## config.mk

```make
export PLATFORM = sky130hd
export DESIGN_NAME = sobel_engine
export DESIGN_NICKNAME = d
export VERILOG_FILES = /design/src/rtl/sobel_engine.sv
export SDC_FILE = /design/constraint.sdc
export NUM_CORES = 2
export LEC_CHECK = 0
export BUFFER_PORTS_ARGS = -buffer_cell sky130_fd_sc_hd__buf_4
export CAP_MARGIN = 20
export CORE_MARGIN = 2
export CORE_UTILIZATION = 61
export DETAILED_ROUTE_END_ITERATION = 10
export GPL_TIMING_DRIVEN = 0
export PLACE_DENSITY = 0.79
export SLEW_MARGIN = 40
export SYNTH_ARGS = -nofsm -noshare
export SYNTH_HDL_FRONTEND = slang
export SYNTH_SLANG_ARGS = --single-unit
```

## constraint.sdc

```tcl
create_clock -name clk -period 19.1 [get_ports clk]
set_input_delay 1.91 -clock clk [delete_from_list [all_inputs] [get_ports clk]]
set_output_delay 1.91 -clock clk [all_outputs]
set_load 0.05 [all_outputs]
```

## src/rtl/sobel_engine.sv

```systemverilog
// rtl/sobel_engine.sv - frame-level Sobel controller driving the row cache's sequential read/write ports
module sobel_engine #(
  parameter int WIDTH  = 352,
  parameter int HEIGHT = 288,
  parameter int RD_LAT = 2
) (
  input  logic        clk,
  input  logic        rst,
  input  logic        start_i,
  output logic        busy_o,
  output logic        done_o,
  output logic        en_o,
  output logic        we_o,
  output logic [31:0] di_o,
  output logic        finish_o,
  input  logic        row_cached_i,
  input  logic [31:0] doa_i,
  input  logic [31:0] dob_i,
  input  logic [31:0] doc_i
);
  localparam int RW    = WIDTH / 4;
  localparam int TOTAL = HEIGHT * RW;
  localparam int CW    = $clog2(TOTAL + 1);
  localparam int XW    = $clog2(RW + 1);
  localparam int YW    = $clog2(HEIGHT + 1);

  typedef enum logic [2:0] {S_IDLE, S_ZTOP, S_FILL, S_PROC, S_DRAIN, S_ZBOT, S_DONE} state_t;

  state_t          state_q, state_d;
  logic [CW-1:0]   rd_cnt_q, rd_cnt_d, wr_cnt_q, wr_cnt_d;
  logic            phase_q, phase_d;
  logic            busy_q, busy_d, done_q, done_d, fin_q, fin_d;
  logic            en_q, en_d, we_q, we_d, tag_q, tag_d;
  logic [31:0]     di_q, di_d;
  logic            pop;

  logic [RD_LAT-1:0] vsr_q;
  logic              valid;
  logic [31:0]       win_q [3][3];
  logic [XW-1:0]     in_col_q, ctr_col_q;
  logic [YW-1:0]     in_row_q;
  logic              evt_q, rmask_q, flush_q;
  logic [7:0]        nb [3][6];
  logic [31:0]       res;

  logic [31:0]     fifo_q [4];
  logic [1:0]      fwr_q, frd_q;
  logic [2:0]      fcnt_q;

  assign busy_o   = busy_q;
  assign done_o   = done_q;
  assign en_o     = en_q;
  assign we_o     = we_q;
  assign di_o     = di_q;
  assign finish_o = fin_q;
  assign valid    = vsr_q[RD_LAT-1];

  always_comb begin
    state_d  = state_q;
    rd_cnt_d = rd_cnt_q;
    wr_cnt_d = wr_cnt_q;
    phase_d  = phase_q;
    busy_d   = busy_q;
    done_d   = 1'b0;
    fin_d    = 1'b0;
    en_d     = 1'b0;
    we_d     = 1'b0;
    tag_d    = 1'b0;
    di_d     = '0;
    pop      = 1'b0;
    case (state_q)
      S_IDLE: if (start_i) begin
        busy_d   = 1'b1;
        en_d     = 1'b1;
        we_d     = 1'b1;
        wr_cnt_d = CW'(1);
        rd_cnt_d = '0;
        phase_d  = 1'b0;
        state_d  = (RW == 1) ? S_FILL : S_ZTOP;
      end
      S_ZTOP: begin
        en_d     = 1'b1;
        we_d     = 1'b1;
        wr_cnt_d = wr_cnt_q + 1'b1;
        if (wr_cnt_d == CW'(RW)) state_d = S_FILL;
      end
      S_FILL: begin
        en_d     = 1'b1;
        rd_cnt_d = rd_cnt_q + 1'b1;
        if (rd_cnt_d == CW'(2 * RW)) state_d = S_PROC;
      end
      S_PROC: begin
        phase_d = ~phase_q;
        if (!phase_q) begin
          en_d     = 1'b1;
          tag_d    = 1'b1;
          rd_cnt_d = rd_cnt_q + 1'b1;
          if (rd_cnt_d == CW'(TOTAL)) state_d = S_DRAIN;
        end else if (fcnt_q != 3'd0) begin
          en_d     = 1'b1;
          we_d     = 1'b1;
          di_d     = fifo_q[frd_q];
          pop      = 1'b1;
          wr_cnt_d = wr_cnt_q + 1'b1;
        end
      end
      S_DRAIN: if (fcnt_q != 3'd0) begin
        en_d     = 1'b1;
        we_d     = 1'b1;
        di_d     = fifo_q[frd_q];
        pop      = 1'b1;
        wr_cnt_d = wr_cnt_q + 1'b1;
        if (wr_cnt_d == CW'((HEIGHT - 1) * RW)) state_d = S_ZBOT;
      end
      S_ZBOT: begin
        en_d     = 1'b1;
        we_d     = 1'b1;
        wr_cnt_d = wr_cnt_q + 1'b1;
        if (wr_cnt_d == CW'(TOTAL)) state_d = S_DONE;
      end
      S_DONE: begin
        fin_d   = 1'b1;
        done_d  = 1'b1;
        busy_d  = 1'b0;
        state_d = S_IDLE;
      end
      default: state_d = S_IDLE;
    endcase
  end

  always_ff @(posedge clk or posedge rst) begin
    if (rst) begin
      state_q  <= S_IDLE;
      rd_cnt_q <= '0;
      wr_cnt_q <= '0;
      phase_q  <= 1'b0;
      busy_q   <= 1'b0;
      done_q   <= 1'b0;
      fin_q    <= 1'b0;
      en_q     <= 1'b0;
      we_q     <= 1'b0;
      tag_q    <= 1'b0;
      di_q     <= '0;
    end else begin
      state_q  <= state_d;
      rd_cnt_q <= rd_cnt_d;
      wr_cnt_q <= wr_cnt_d;
      phase_q  <= phase_d;
      busy_q   <= busy_d;
      done_q   <= done_d;
      fin_q    <= fin_d;
      en_q     <= en_d;
      we_q     <= we_d;
      tag_q    <= tag_d;
      di_q     <= di_d;
    end
  end

  function automatic logic [7:0] sobel_px(input logic [7:0] tl, tc, tr, ml, mr, bl, bc, br);
    logic signed [10:0] gx, gy;
    logic [10:0]        ax, ay;
    logic [11:0]        s;
    gx = ($signed({3'b000, tr}) + $signed({2'b00, mr, 1'b0}) + $signed({3'b000, br}))
       - ($signed({3'b000, tl}) + $signed({2'b00, ml, 1'b0}) + $signed({3'b000, bl}));
    gy = ($signed({3'b000, bl}) + $signed({2'b00, bc, 1'b0}) + $signed({3'b000, br}))
       - ($signed({3'b000, tl}) + $signed({2'b00, tc, 1'b0}) + $signed({3'b000, tr}));
    ax = gx[10] ? 11'(-gx) : 11'(gx);
    ay = gy[10] ? 11'(-gy) : 11'(gy);
    s  = {1'b0, ax} + {1'b0, ay};
    return (s > 12'd255) ? 8'hff : s[7:0];
  endfunction

  // Centre column is win_q[*][1]; only the facing edge pixel of each neighbour column matters.
  always_comb begin
    res = '0;
    for (int r = 0; r < 3; r++) begin
      nb[r][0] = win_q[r][0][7:0];
      for (int p = 0; p < 4; p++) nb[r][p+1] = win_q[r][1][31-8*p -: 8];
      nb[r][5] = rmask_q ? 8'h00 : win_q[r][2][31:24];
    end
    for (int p = 0; p < 4; p++)
      res[31-8*p -: 8] = sobel_px(nb[0][p], nb[0][p+1], nb[0][p+2], nb[1][p], nb[1][p+2],
                                  nb[2][p], nb[2][p+1], nb[2][p+2]);
    if (ctr_col_q == '0)          res[31:24] = 8'h00;
    if (ctr_col_q == XW'(RW - 1)) res[7:0]   = 8'h00;
  end

  // A column-0 arrival masks the right neighbour, which turns its event into the previous row's flush.
  always_ff @(posedge clk or posedge rst) begin
    if (rst) begin
      vsr_q     <= '0;
      in_col_q  <= '0;
      in_row_q  <= '0;
      ctr_col_q <= '0;
      evt_q     <= 1'b0;
      rmask_q   <= 1'b0;
      flush_q   <= 1'b0;
      for (int r = 0; r < 3; r++)
        for (int c = 0; c < 3; c++) win_q[r][c] <= '0;
    end else begin
      vsr_q   <= RD_LAT'({vsr_q, tag_q});
      evt_q   <= 1'b0;
      flush_q <= 1'b0;
      if (state_q == S_IDLE) begin
        in_col_q <= '0;
        in_row_q <= '0;
      end else if (valid) begin
        for (int r = 0; r < 3; r++) begin
          win_q[r][0] <= win_q[r][1];
          win_q[r][1] <= win_q[r][2];
        end
        win_q[0][2] <= doa_i;
        win_q[1][2] <= dob_i;
        win_q[2][2] <= doc_i;
        evt_q     <= !(in_col_q == '0 && in_row_q == '0);
        rmask_q   <= (in_col_q == '0);
        ctr_col_q <= (in_col_q == '0) ? XW'(RW - 1) : in_col_q - 1'b1;
        if (in_col_q == XW'(RW - 1)) begin
          in_col_q <= '0;
          in_row_q <= in_row_q + 1'b1;
          flush_q  <= (in_row_q == YW'(HEIGHT - 3));
        end else begin
          in_col_q <= in_col_q + 1'b1;
        end
      end else if (flush_q) begin
        for (int r = 0; r < 3; r++) begin
          win_q[r][0] <= win_q[r][1];
          win_q[r][1] <= win_q[r][2];
          win_q[r][2] <= '0;
        end
        evt_q     <= 1'b1;
        rmask_q   <= 1'b1;
        ctr_col_q <= XW'(RW - 1);
      end
    end
  end

  always_ff @(posedge clk or posedge rst) begin
    if (rst) begin
      fwr_q  <= '0;
      frd_q  <= '0;
      fcnt_q <= '0;
      for (int i = 0; i < 4; i++) fifo_q[i] <= '0;
    end else begin
      if (evt_q) begin
        fifo_q[fwr_q] <= res;
        fwr_q         <= fwr_q + 1'b1;
      end
      if (pop) frd_q <= frd_q + 1'b1;
      fcnt_q <= fcnt_q + 3'(evt_q) - 3'(pop);
    end
  end

  always @(posedge clk) begin
    if (!rst) begin
      assert (!(evt_q && !pop && fcnt_q == 3'd4));
      assert (!(state_q == S_PROC && !row_cached_i));
    end
  end
endmodule

```

### Yosys cells after proc, flatten, opt, wreduce, memory -nomap -nowiden

Index checks and enable logic that the tools add are counted.

* bits in registers: 450
* input bits: 100
* output and inout bits: 37

* add/subtract/negate cells: 57
* order comparisons: 7
* eq/ne operators: 23
* muxes and demuxes: 75
* bitwise gates (word level): 4
* reductions and logical operators: 24

Operators by type and width (count)
* 264-bit 2-to-1 mux: 2
* 32-bit 2-to-1 mux: 5
* 10-bit by 8-bit adder with 11-bit output: 14
* 8-bit by 9-bit adder with 10-bit output: 14
* 128-bit bitwise mux: 1
* 11-bit 2-to-1 mux: 8
* 11-bit negation: 8
* 11-bit subtractor: 8
* 15-bit 2-to-1 mux: 5
* 8-bit 2-to-1 mux: 9
* 32-bit binary-select mux with 2-bit select: 1
* 32-bit demux with 2-bit select: 1
* 32-bit one-hot mux with 2 select lines: 1
* 15-bit one-hot mux with 4 select lines: 1
* 11-bit by 11-bit adder with 12-bit output: 4
* 12-bit by 8-bit greater-than comparator with 1-bit output (second input constant): 4
* 15-bit equality test (second input constant): 3
* 15-bit one-hot mux with 3 select lines: 1
* 7-bit 2-to-1 mux: 6
* 15-bit by 1-bit adder with 15-bit output (second input constant): 2
* 9-bit 2-to-1 mux: 3
* 3-bit 2-to-1 mux: 8
* 2-bit inequality test (second input constant): 9
* 3-bit one-hot mux with 6 select lines: 1
* other kinds (33): 71

### Longest topological paths before layout

* word-level depth: 11
* depth in mapped cells: 32
* depth with buffers taken out: 32

### Worst setup path before layout

OpenSTA, ideal clock, no wires.

* kind: register -> register
* from: register win_q (netlist bit nb[17])
* to: register fifo_q[100] (netlist name)
* library setup time: 0.121 ns
* arrival: 6.850 ns
* required time: 18.979 ns
* slack: 12.129 ns
* stages on the path, launching flop included: 32
* path buffers: 0
* cells stage by stage: dfrtp_1 inv_1 fa_1 inv_1 ha_1 inv_1 fa_1 inv_1 a21oi_1 o21bai_1 a21o_1 a21o_1 xnor2_1 fa_1 inv_1 fa_1 inv_1 ha_1 a21oi_1 a211oi_1 mux2i_1 nand2_1 mux2_2 fa_1 a211oi_1 o21ai_0 a21o_1 a21oi_1 nor3b_1 o211ai_1 o21bai_1 a22o_1

* word-level cells in the longest chain between the ends: 10
* elaborated cells on any way between the ends: 14

RTL lines
* from (decl): line 39 `logic [31:0] win_q [3][3];`
* from (signal, indexed assignment): line 209 `win_q[r][0] <= win_q[r][1];`
* from (signal, indexed assignment): line 210 `win_q[r][1] <= win_q[r][2];`
* from (signal, indexed assignment): line 227 `win_q[r][0] <= win_q[r][1];`
* 8-bit by 9-bit adder with 10-bit output: line 165 `gy = ($signed({3'b000, bl}) + $signed({2'b00, bc, 1'b0}) + $signed({3'b000, br}))`
* 10-bit by 8-bit adder with 11-bit output: line 165
* 11-bit subtractor: line 166 `- ($signed({3'b000, tl}) + $signed({2'b00, tc, 1'b0}) + $signed({3'b000, tr}));`
* 11-bit negation: line 168 `ay = gy[10] ? 11'(-gy) : 11'(gy);`
* 11-bit 2-to-1 mux: line 168
* 11-bit by 11-bit adder with 12-bit output *: line 169 `s = {1'b0, ax} + {1'b0, ay};`
* 12-bit by 8-bit greater-than comparator with 1-bit output: line 170 `return (s > 12'd255) ? 8'hff : s[7:0];`
* 8-bit 2-to-1 mux *: line 170
* 8-bit 2-to-1 mux *: line 185 `if (ctr_col_q == XW'(RW - 1)) res[7:0] = 8'h00;`
* 128-bit bitwise mux *: line 246 `fifo_q[fwr_q] <= res;`
* to (signal, indexed assignment): line 246
* to (decl): line 46 `logic [31:0] fifo_q [4];`

Mark *: on every way between the ends. The rest lies on a longest branch, timed or not.
A chain may end at the register's enable or synchronous reset.

### Final worst setup path

* from: register win_q (netlist bit nb[25])
* to: register fifo_q[105] (netlist name)

* word-level cells in the longest chain between the ends: 9
* elaborated cells on any way between the ends: 13

RTL lines (line)
* 8-bit by 9-bit adder with 10-bit output: 165
* 10-bit by 8-bit adder with 11-bit output: 165
* 11-bit subtractor: 166
* 11-bit negation: 168
* 11-bit 2-to-1 mux: 168
* 11-bit by 11-bit adder with 12-bit output *: 169
* 12-bit by 8-bit greater-than comparator with 1-bit output: 170
* 8-bit 2-to-1 mux *: 170
* 128-bit bitwise mux *: 246

Marked as above.

==> impl_summary.txt <==
----------------------------------------------------
[Status]
  Outcome ... finished, final reports clean

[Global route]
  Total congestion overflow ... 0
  Initial antenna violation count ... 1
  GRT Resource Usage Total ... between 30% and 40%
  First-pass GRT wire length ... 128000 µm
  Largest net degree at the start of global routing ... 84
  Vias in the first global route ... around 23000

[Final layout]
  Signed area change from the synthesized netlist to the final layout ... 12.3%
  Final-stage net count ... between 3000 and 4000
  Fraction of final layout cells sized beyond drive strength 1 ... 9.66%
  Final Instance Area ... 33700 µm²
  Count of fill cells added during filler insertion ... 3623

[Min path]
  Worst min path class ... reg2reg

[CTS]
  Post-cts gate resize count ... 0
  CTS sink cnt ... 450
  Number of buffers inserted during clock tree synthesis ... 48
  Clock transition at the registers of the reported paths ... 60 ps
  CTS tree ... built
  Setup bufs post-CTS ... 0
  CTS Buffer Depth ... 3
  Clk Tree Root Cell ... sky130_fd_sc_hd__clkbuf_16
  Total of hold buffers inserted after clock tree synthesis ... 0
  Worst skew pair latency ... 600 ps
  H-tree level count ... 2

[Pwr]
  Flop pwr share ... 46.5%
  Net switching share of the total power ... 24.3%
  Worst-case vdd ir drop ... around 0.000073 V
  Sw power ... 0.504 mW
  Pwr Density ... a little over 60 nW/µm²
  Leakage component of the power ... 16.1 nW
  Internal ... 1.57 mW
  Relative contribution of the clock network to total power ... 47.5%
  Fraction of power consumed by combinational cells ... 6.0%

[Die]
  Horiz. Die Dim ... ~230 µm
  Top-level port count ... approximately 140
  Std cell rows ... 81
  Total core area ... 48700 µm²
  Die Y ... roughly 230 µm
  Initial Utilization ... 61.5%
  Die Outline Area ... 50900 µm²

[Timing]
  Slew HR ... about 41%
  Setup violations, final ... 0
  Worst-margin pin slew ... 878 ps
  Final number of hold-violating endpoints ... 0
  Aggregate negative setup slack ... 0 ps
  Clk_skew ... 22.4 ps
  Final setup margin ... 10760 ps
  Period Utilization, post-route ... a little over two fifths
  Max frequency ... 120 MHz
  Max-slew violation count ... 0
  Unrepaired setup endpoints after global routing ... false
  Time the final worst path needs with I/O delays and setup ... 8340 ps

[Critical path]
  Largest fanout on the critical path ... 8
  Required time of the critical path ... 19590 ps
  Critical Path Slowest Stage Cell ... sky130_fd_sc_hd__dfrtp_1
  Delay contributed by the slowest stage of the critical path ... between 500 and 600 ps
  Setup CP Type ... reg2reg
  Crit. End Element ... flip-flop
  Worst Path Arrival ... 8840 ps
  Startpoint Class ... flip-flop

[Placement]
  Final weighted congestion in routability-driven placement ... 0.962
  DP Worst Slack ... 10920 ps
  Total half-perimeter wirelength after legalization and detailed placement ... 63400 µm
  Dpl cell area ... 32000 µm²
  Number of I/O port buffers ... between 100 and 150

[Synth]
  Commonest register cell after synthesis ... sky130_fd_sc_hd__dfrtp_1
  Synthesized cell area ... 30000 µm²
  Post-synth EDFFs ... 0
  Post-synthesis register bit count ... 450
  Number of distinct library cells after synthesis ... 74
  Area fraction of the dominant cell type after synthesis ... 37.6%
  Net count of the mapped netlist ... 3500
  Yosys top cell by area ... sky130_fd_sc_hd__dfrtp_1
  Share of flip-flops with an asynchronous set or reset ... 100%
  Sequential fraction of the synthesis area ... 37.6%
  Yosys warning count ... 0
  Cell types occupying the most area after synthesis ... sky130_fd_sc_hd__dfrtp_1 38%, sky130_fd_sc_hd__fa_1 14%, sky130_fd_sc_hd__ha_1 7.7%, sky130_fd_sc_hd__nand2_1 4.4%, sky130_fd_sc_hd__o21ai_0 3.6%
  Synth Instances ... approximately 3000
  Average cell area after synthesis ... 9.96 µm²

[Routing]
  TritonRoute pass-1 iters ... 6
  DRC violations left ... 0
  Vias ... 23300
  Detail-routed via count per cell ... about 6
  Per-cell routed wire length ... 20.9 µm
  Total Wirelength ... 81800 µm
  DRC marker count from the first detailed-route iteration ... 2064
  ANT nets after route ... 0

[Flow run]
  Maximum Capacitance Violations ... 0

----------------------------------------------------
==> final timing paths <==
path                                from          end  slack (ps)  cells after the start
worst max-delay path              nb[25]  fifo_q[105]       10760                     29
worst min-delay path            vsr_q[0]     vsr_q[1]         370                      0
worst max register to register    nb[25]  fifo_q[105]       10760                     29
worst min register to register  vsr_q[0]     vsr_q[1]         370                      0
max in group asynchronous            rst  in_row_q[3]       16120                      5
min in group asynchronous            rst     di_o[29]        1350                      2
==> power groups by stage <==
stage	Clock (mW)	Combinational [mW]	Sequential, mW
after floorplan	0	0.0654	0.988
after detailed placement	0	0.124	0.982
final	0.987	0.124	0.965
after global placement	0	0.113	0.983
after CTS	0.996	0.124	0.965
after global routing	1.03	0.136	0.965
==> cell type report <==
class                      instances  area [µm²]  share of cell area, %
antenna                            1        2.50                0.00744
inverter                         283        1070                   3.18
timing repair buffer             141        1160                   3.44
clock inverter                    30         353                   1.05
clock buffer                      59        1300                   3.87
tap                              664         831                   2.47
multi-input combinational       2157       17200                   51.1
buffer                           121         477                   1.42
sequential                       450       11300                   33.5
==> layer usage <==
metal  up-vias  part of all wire [%]  GRT usage, %
met1     11500                    41          43.3
met4         0                   4.6          14.6
met3       210                   7.5          5.46
li1      10600                     -             -
met2      1004                    47          53.9
met5         -                     0             0
==> synthesized netlist by cell type (21+ instances only) <==
cell type and count:
sky130_fd_sc_hd__a211oi_1 25, sky130_fd_sc_hd__a21o_1 33, sky130_fd_sc_hd__a21oi_1 130, sky130_fd_sc_hd__a22o_1 112, sky130_fd_sc_hd__a311oi_1 24, sky130_fd_sc_hd__and2_1 37
sky130_fd_sc_hd__clkbuf_1 98, sky130_fd_sc_hd__dfrtp_1 450, sky130_fd_sc_hd__fa_1 205, sky130_fd_sc_hd__ha_1 184, sky130_fd_sc_hd__inv_1 283, sky130_fd_sc_hd__mux4_2 32
sky130_fd_sc_hd__nand2_1 351, sky130_fd_sc_hd__nand2b_1 21, sky130_fd_sc_hd__nand3_1 30, sky130_fd_sc_hd__nor2_1 255, sky130_fd_sc_hd__nor2b_1 39, sky130_fd_sc_hd__nor3_1 52
sky130_fd_sc_hd__o21ai_0 214, sky130_fd_sc_hd__o21bai_1 29, sky130_fd_sc_hd__xnor2_1 120, sky130_fd_sc_hd__xor2_1 70
==> cells by family after synthesis <==
logic type | synth area share, %
DFF | 37.6
buffers and inverters | 5.12
xor gates and xnor gates | 5.55
muxes | 3.06
adders and majority gates | 21.4
and+or+nand+nor | 13.3
AOI/OAI and AO/OA | 14.1
==> state kept, by name, indices dropped and copies added (netlist names), 2 cells and up <==
register / cells
fwr_q: 2
in_row_q: 9
fcnt_q: 3
rd_cnt_q: 15
ctr_col_q: 7
nb: 120
wr_cnt_q: 15
di_o: 32
vsr_q: 2
win_q: 96
state_q: 3
frd_q: 2
in_col_q: 7
fifo_q: 128
==> placed cells by master, fill, tap and decap left out, types with 17 or more instances in the layout <==
master and instances:
sky130_fd_sc_hd__nand2b_1 21, sky130_fd_sc_hd__a211oi_1 25, sky130_fd_sc_hd__a21oi_1 129, sky130_fd_sc_hd__xor2_1 70, sky130_fd_sc_hd__dfrtp_1 450, sky130_fd_sc_hd__inv_1 282
sky130_fd_sc_hd__nand3_1 30, sky130_fd_sc_hd__a22o_1 112, sky130_fd_sc_hd__nor2_1 255, sky130_fd_sc_hd__fa_1 205, sky130_fd_sc_hd__mux4_2 32, sky130_fd_sc_hd__o21bai_1 29
sky130_fd_sc_hd__nor2b_1 39, sky130_fd_sc_hd__nand2_1 351, sky130_fd_sc_hd__nand4_1 17, sky130_fd_sc_hd__and2_1 37, sky130_fd_sc_hd__ha_1 184, sky130_fd_sc_hd__a21o_1 33
sky130_fd_sc_hd__nor3_1 51, sky130_fd_sc_hd__xnor2_1 120, sky130_fd_sc_hd__a311oi_1 24, sky130_fd_sc_hd__o21ai_0 214, sky130_fd_sc_hd__clkbuf_1 103, sky130_fd_sc_hd__clkbuf_16 49
sky130_fd_sc_hd__buf_4 137
==> metrics by stage <==
stage          total power, mW  hold WS, ps  utilization (%)  cells
2_1_floorplan             1.05          331                -   3011
3_3_place_gp              1.10          343             65.3   3810
3_5_place_dp              1.11          337             65.6   3816
4_1_cts                   2.08          371             69.0   3905
5_1_grt                   2.13          378             69.0   3905
6_report                  2.08          368             69.0   3906
==> critical path, delay by kind of cell, from the launching register on <==
| kind | cells | cell delay (ps) |
|---|---|---|
| AOI/OAI and AO/OA | 11 | 2240 |
| xor gates and xnor gates | 1 | 260 |
| adders and majority gates | 7 | 3090 |
| buffers and inverters | 3 | 270 |
| DFF | 1 | 560 |
| muxes | 2 | 900 |
| and+or+nand+nor | 5 | 910 |
Power figures use the tool's default switching activity.
